===== src/rtl/psum_drain.sv =====
// psum_drain
//   Output-side reader for the packed partial-sum bus. Whole psum rows are
//   accepted from the core into a small row FIFO. Each row is then streamed
//   one column per beat, with optional per-row ReLU applied on the way out.
//
// Parameters
//   col      columns per psum row
//   bw_psum  width of one column's partial sum (two's complement)
//   depth    row FIFO entries (power of two, >= 2)
//
// Ports
//   clk        single clock, all state updates on the rising edge
//   reset      asynchronous active-low reset, clears all state
//   in_data    packed row, column c at [c*bw_psum +: bw_psum]
//   in_relu    ReLU enable for this row, stored alongside in_data
//   in_valid   row present
//   in_ready   FIFO has a free entry
//   out_data   current column value after optional ReLU (0 when idle)
//   out_col    index of the current column
//   out_last   current beat carries column col-1
//   out_valid  beat present
//   out_ready  downstream accepts beat
//   row_cnt    rows fully drained, modulo 256
//
// Handshake: a transfer happens on a rising edge where valid && ready.
// A source that raises valid keeps it, and its payload, stable until that
// transfer. Ready depends only on registered state on both ports, so there
// is no combinational path from one port to the other.

module psum_drain #(
   parameter int col     = 8,
   parameter int bw_psum = 20,
   parameter int depth   = 2
) (
   input  logic                     clk,
   input  logic                     reset,
   input  logic [col*bw_psum-1:0]   in_data,
   input  logic                     in_relu,
   input  logic                     in_valid,
   output logic                     in_ready,
   output logic [bw_psum-1:0]       out_data,
   output logic [$clog2(col)-1:0]   out_col,
   output logic                     out_last,
   output logic                     out_valid,
   input  logic                     out_ready,
   output logic [7:0]               row_cnt
);

   localparam int cw = $clog2(col);
   localparam int pw = $clog2(depth);
   localparam int nw = $clog2(depth + 1);
   localparam logic [cw-1:0] last_col = cw'(col - 1);
   localparam logic [nw-1:0] full_cnt = nw'(depth);

   // Row storage: payload and its relu flag, written at the write pointer.
   logic [col*bw_psum-1:0] mem_row [depth];
   logic [depth-1:0]       mem_relu;

   logic [pw-1:0]      wr_ptr;
   logic [pw-1:0]      rd_ptr;
   logic [nw-1:0]      count;
   logic [cw-1:0]      col_idx;

   logic [bw_psum-1:0] head_col;
   logic               head_relu;
   logic               push;
   logic               beat;
   logic               pop;

   // Full/empty come straight from the registered count; a pop in the same
   // cycle does not open a slot, which keeps out_ready off the in_ready path.
   assign in_ready  = (count != full_cnt);
   assign out_valid = (count != '0);

   assign push = in_valid && in_ready;
   assign beat = out_valid && out_ready;
   assign pop  = beat && out_last;

   // Column select as a plain mux over the head row.
   always_comb begin
      head_col = '0;
      for (int c = 0; c < col; c++) begin
         if (col_idx == cw'(c)) begin
            head_col = mem_row[rd_ptr][c*bw_psum +: bw_psum];
         end
      end
   end

   assign head_relu = mem_relu[rd_ptr];

   // Negative columns of a relu row are clamped to zero; idle output is zero.
   assign out_data = (out_valid && !(head_relu && head_col[bw_psum-1])) ? head_col : '0;
   assign out_col  = col_idx;
   assign out_last = out_valid && (col_idx == last_col);

   // Storage needs no reset: nothing is read while count is zero.
   always_ff @(posedge clk) begin
      if (push) begin
         mem_row[wr_ptr]  <= in_data;
         mem_relu[wr_ptr] <= in_relu;
      end
   end

   always_ff @(posedge clk or negedge reset) begin
      if (!reset) begin
         wr_ptr  <= '0;
         rd_ptr  <= '0;
         count   <= '0;
         col_idx <= '0;
         row_cnt <= '0;
      end else begin
         if (push) begin
            wr_ptr <= wr_ptr + pw'(1);
         end
         if (beat) begin
            if (out_last) begin
               col_idx <= '0;
               rd_ptr  <= rd_ptr + pw'(1);
               row_cnt <= row_cnt + 8'd1;
            end else begin
               col_idx <= col_idx + cw'(1);
            end
         end
         // Push and last-beat pop together leave the occupancy unchanged.
         case ({push, pop})
            2'b10:   count <= count + nw'(1);
            2'b01:   count <= count - nw'(1);
            default: count <= count;
         endcase
      end
   end

endmodule


===== config.mk =====
export PLATFORM = sky130hd
export DESIGN_NAME = psum_drain
export DESIGN_NICKNAME = d
export VERILOG_FILES = /design/src/rtl/psum_drain.sv
export SDC_FILE = /design/constraint.sdc
export NUM_CORES = 1
export LEC_CHECK = 0
export CORE_MARGIN = 1
export CORE_UTILIZATION = 54
export CTS_CLUSTER_SIZE = 30
export DETAILED_ROUTE_END_ITERATION = 10
export PLACE_DENSITY = 0.85
export SYNTH_ARGS = -nofsm -noshare
export SYNTH_HDL_FRONTEND = slang
export SYNTH_SLANG_ARGS = --single-unit

===== constraint.sdc =====
create_clock -name clk -period 10.9 [get_ports clk]
set_input_delay 1.635 -clock clk [delete_from_list [all_inputs] [get_ports clk]]
set_output_delay 1.635 -clock clk [all_outputs]
set_load 0.01 [all_outputs]

Word level (Yosys, flattened, before mapping) --
Memories as Yosys holds them, arrays and structs flattened. Index checks and enable logic that the tools add are counted. W data, S select, Z words.
Word-level totals: bits in registers 17, latch bits 0, RAM bits 320, bits in read-only memories 0, bits of input ports 165, output and inout port bits 34, logic and storage cells 56, memories kept 1
Operators by class: $add $sub $neg 6, multipliers 0, divide/modulo/power cells 0, $lt $le $gt $ge 3, equal/unequal tests 10, shift-type cells 0, mux-type cells 18, bitwise operators 0, reductions and logical operators 12
Memory list:
- mem_row | words 2, width 160, rd ports 1, clocked after Yosys merged registers in 0, write ports 1, RTL line 56 | logic [col*bw_psum-1:0] mem_row [depth];
Operators with widths (number):
- $mux W20 | 9
- $eq A3 B3 Y1 const B | 4
- $add A8 B1 Y8 const B | 1
- $logic_and A1 B1 Y1 | 7
- $eq A3 B2 Y1 const B | 2
- $mux W1 | 5
- $lt A1 B2 Y1 const B | 2
- $pmux W2 S2 | 1
- $reduce_bool A2 Y1 | 2
- $add A3 B1 Y3 const B | 1
- $eq A3 B1 Y1 const B | 1
- $logic_not A3 Y1 | 1
- $mux W3 | 1
- $add A1 B1 Y1 const B | 2
- $add A2 B1 Y2 const B | 1
- $bwmux W2 | 1
- $eq A2 B1 Y1 const B | 1
- $eq A2 B2 Y1 const B | 1
- $ne A2 B2 Y1 const B | 1
- $reduce_and A2 Y1 | 1
- $sub A2 B1 Y2 const B | 1
- $demux W1 S1 | 1
- $ge A1 B1 Y1 const B | 1
- $logic_not A1 Y1 | 1

Longest topological paths before layout --
depth in word-level cells 13, gate-level depth with buffers 10, gate-level depth less buffers 8

Worst setup path before layout --
No wires, ideal clock.
path kind input to register, from input in_valid, to register mem_relu[0], enable pin, setup time 0.684 ns, arrival 8.413 ns, data required time 10.216 ns, setup slack 1.803 ns, stages on the path 2, buffers on the path 0, cell sequence nand2_1 nor2_1
On the way: longest elaborated chain between the ends 1
RTL lines:
- start, declared | RTL line 39 | input logic in_valid,
- $logic_and A1 B1 Y1 | RTL line 75 | assign push = in_valid && in_ready;
- end signal, assigned by index | RTL line 100 | mem_relu[wr_ptr] <= in_relu;
- end, declared | RTL line 57 | logic [depth-1:0] mem_relu;
No other way between the ends. A chain may end at the register's enable or synchronous reset.

Worst setup path in the final report --
from register rd_ptr, to output out_data[16]
On the way: longest elaborated chain between the ends 13, elaborated cells between the ends (all ways) 15, classes of those cells 11 x mux; 3 x reduce/logical; 1 x memory
RTL lines:
- start, declared | RTL line 60 | logic [pw-1:0] rd_ptr;
- start signal, assigned | RTL line 118 | rd_ptr <= rd_ptr + pw'(1);
- $mem_v2 Z2 W160
- $mux W20 (8 in a row) | RTL line 83 | if (col_idx == cw'(c)) begin
- $logic_and A1 B1 Y1 | RTL line 92 | assign out_data = (out_valid && !(head_relu && head_col[bw_psum-1])) ? head_col : '0;
- $logic_not A1 Y1 | RTL line 92
- $logic_and A1 B1 Y1 | RTL line 92
- $mux W20 (*) | RTL line 92
- end, declared | RTL line 41 | output logic [bw_psum-1:0] out_data,
Mark *: on every way between the ends. The rest lies on a longest branch, timed or not. The select of a mux whose other input is x is not followed.

==> flow_summary.toml <==
[setup_path]
crit_family = "buffers and inverters"
max_stage_delay_ps = 980
cp.required_ps = 9270
cp.arrival_ps = 5050
crit_type = "reg2out"
cpMaxStageDelayCell = "dfrtp_4"
cp-end-kind = "output pin"
cp-start-kind = "flip-flop"
crit_path_cell_trace = "buf_4 > buf_4 > mux2i_1 > o22ai_1 > nor3_1 > nor3_1 > o21ai_1 > a21oi_2 > clkdlybuf4s50_1"
critPathMaxFanout = 57
cp_num_buf_inv = 3

[cts]
cts_hold_buffers = 0
clockRootBuffer = "clkbuf_16"
clock_latency_ps = 500
cts_tree = "done"
clockBufferDepth = 3
post_cts_resized = 0
htreeDepth = 2
cts_made_buffers = 35
post_cts_buffers = 0
clk_pin_slew_ps = 60
clock-sinks = 337

[outcome]
status = "complete, no violations"

[sta]
relSlewSlack = 0.2557
period_needed_ps = 6688
fin_crit_sh = 0.6136
final-max-slew-violation-count = 0
worst_pin_slew_ps = 1116
finalHoldWorstSlack_ps = 495.4
fmax_ghz = 0.1495
rsz0062_at_grt = "no"
skew_ps = 11.90
finalHoldViolCount = 0
tns_ps = 0
setup_viol = 0

[floorplanning]
start_util = 0.5560
coreArea_sq_um = 24530
die_x_um = 160.9
chipHeight_um = 160.9
die_area_sq_um = 25900
rows = 57
pin_count = 199

[routing]
drt-initial-drc-count = 668
post-route-drc-count = 0
drt-pass1-iter-count = 5
drtAntennaViolNets = 0
vias = 7934
viasPerCell = 5.712
drt_wl_total_um = 29540
wire_per_inst_um = 21.27

[global_route]
grtUsageTotal = 0.2275
antenna_found_initial = 4
grt_pass1_wl_um = 44490
grt_pass1_vias = 8064
gr-total-overflow = 0
grt_max_degree = 162

[pwr]
comb_power_share = 0.341
cellPowerDensity_nw_per_um2 = 276.0
swShare = 0.3203
p_switching_mw = 1.508
clkPwrFrac = 0.255
vdd_drop_max_v = 0.0002042
internal-power_mw = 3.201
p_leak_nw = 5.875
p_seq_frac = 0.404

[logic_synthesis]
ys_seq_elements = 337
synth_edf_count = 322
ys.flop_type = "edfxtp_1"
synth_fp_nets = 1014
syn-instance-count = 841
async_flop_share = 0.04451
synth.avg_cell_area_sq_um = 16.22
synth.distinct_cells = 44
yosys_warnings = 0
seq_area_frac_synth = 0.7364
syn-cell-area_sq_um = 13640

[place]
dpl.hpwl_um = 18820
gp_congestion = 0.7915
portBuffers = 198

[finish]
layout-drive-gt1-share = 0.1122
layout_commonest_cell = "edfxtp_1"
fin_nets = 1210
layout_common_cells = "322 x edfxtp_1, 198 x clkdlybuf4s50_1, 118 x mux2i_1"
syn_to_final_growth_pct = 25.08

[hold_path]
hold_class = "reg2reg"

[run]
cap_violations = 0
worst register-to-register path: stages, from the launching register on:
cell,delay [ps]
dfrtp_4,980
buf_4,850
buf_4,880
xor2_1,230
power by group through the flow:
stage	logic (mW)	clock network, mW	registers [mW]
5_1_grt	1.72	1.27	1.93
6_report	1.61	1.20	1.90
4_1_cts	1.60	1.22	1.90
3_3_place_gp	1.57	0	1.91
2_1_floorplan	1.07	0	1.92
3_5_place_dp	1.59	0	1.93
flip-flops by register name (all words and copies together), names as in the netlist:
register  cells
mem_row     320
row_cnt       8
out_col       3
count         2
mem_relu      2
rd_ptr        1
wr_ptr        1
cell usage after synthesis (all sizes together), types with 2 or more instances:
cell | number | share of area
a21oi | 56 | 0.023
a22oi | 3 | 0.0020
and2 | 2 | 0.00092
and3 | 2 | 0.00092
buf | 23 | 0.011
clkbuf | 23 | 0.0063
dfrtp | 15 | 0.028
edfxtp | 322 | 0.71
ha | 8 | 0.0073
inv | 4 | 0.0011
mux2 | 45 | 0.037
mux2i | 118 | 0.087
nand2 | 47 | 0.013
nand2b | 3 | 0.0014
nand3 | 4 | 0.0015
nand4 | 2 | 0.00092
nor2 | 3 | 0.00083
nor2b | 22 | 0.010
nor3 | 40 | 0.015
o21ai | 56 | 0.021
o22ai | 19 | 0.0087
xnor2 | 9 | 0.0058
xor2 | 3 | 0.0019
layout make-up:
| cell class | count | area (sq um) |
|---|---|---|
| antenna | 4 | 10.01 |
| clock buffer | 43 | 948.4 |
| clock inverter | 18 | 219.0 |
| fill | 1616 | 7472 |
| inverter | 4 | 15.01 |
| multi-input combinational | 454 | 3368 |
| sequential | 337 | 10050 |
| tap | 324 | 405.4 |
| timing repair buffer | 205 | 2047 |
per-stage QoR:
step                      power, mW    util  area, sq um  worst slack, ps  instances
final                         4.710  0.6954        17060             4212       1389
after floorplan               2.987       -        13640             1803        841
after global routing          4.914  0.6954        17060             3964       1389
after global placement        3.476  0.6474        15880             4878       1324
after detailed placement      3.520  0.6474        15880             4833       1324
after CTS                     4.726  0.6950        17050             4244       1385
cells by family (layout without fill, tap and decap cells):
kind of cell               count (synthesis)  after routing  share of synthesized area
DFF                                      337            337                     0.7364
muxes                                    163            163                     0.1240
AOI/OAI and AO/OA                        142            142                    0.05990
and+or+nand+nor                          129            129                    0.04669
buffers and inverters                     50            270                    0.01798
xor gates and xnor gates                  12             12                   0.007706
adders and majority gates                  8              8                   0.007338
other                                      0              4                          0
per-layer routing:
metal  vias up  share of wire  global-route usage
met5         -              0                   0
met4         0          0.023             0.08533
met3        53          0.082             0.04287
met2       352           0.49              0.3650
met1      3879           0.41              0.3107
li1       3650              -                   -
worst paths after layout:
kind	from	to	slack, ps	cells past startpoint
min in group asynchronous	reset	row_cnt[5]	1540	1
max in group asynchronous	reset	rd_ptr	8860	1
min	row_cnt[7]	row_cnt[7]	500	1
min reg2reg	row_cnt[7]	row_cnt[7]	500	1
max	rd_ptr	out_data[16]	4210	9
max reg2reg	rd_ptr	rd_ptr	7790	3
Power figures use the tool's default switching activity.
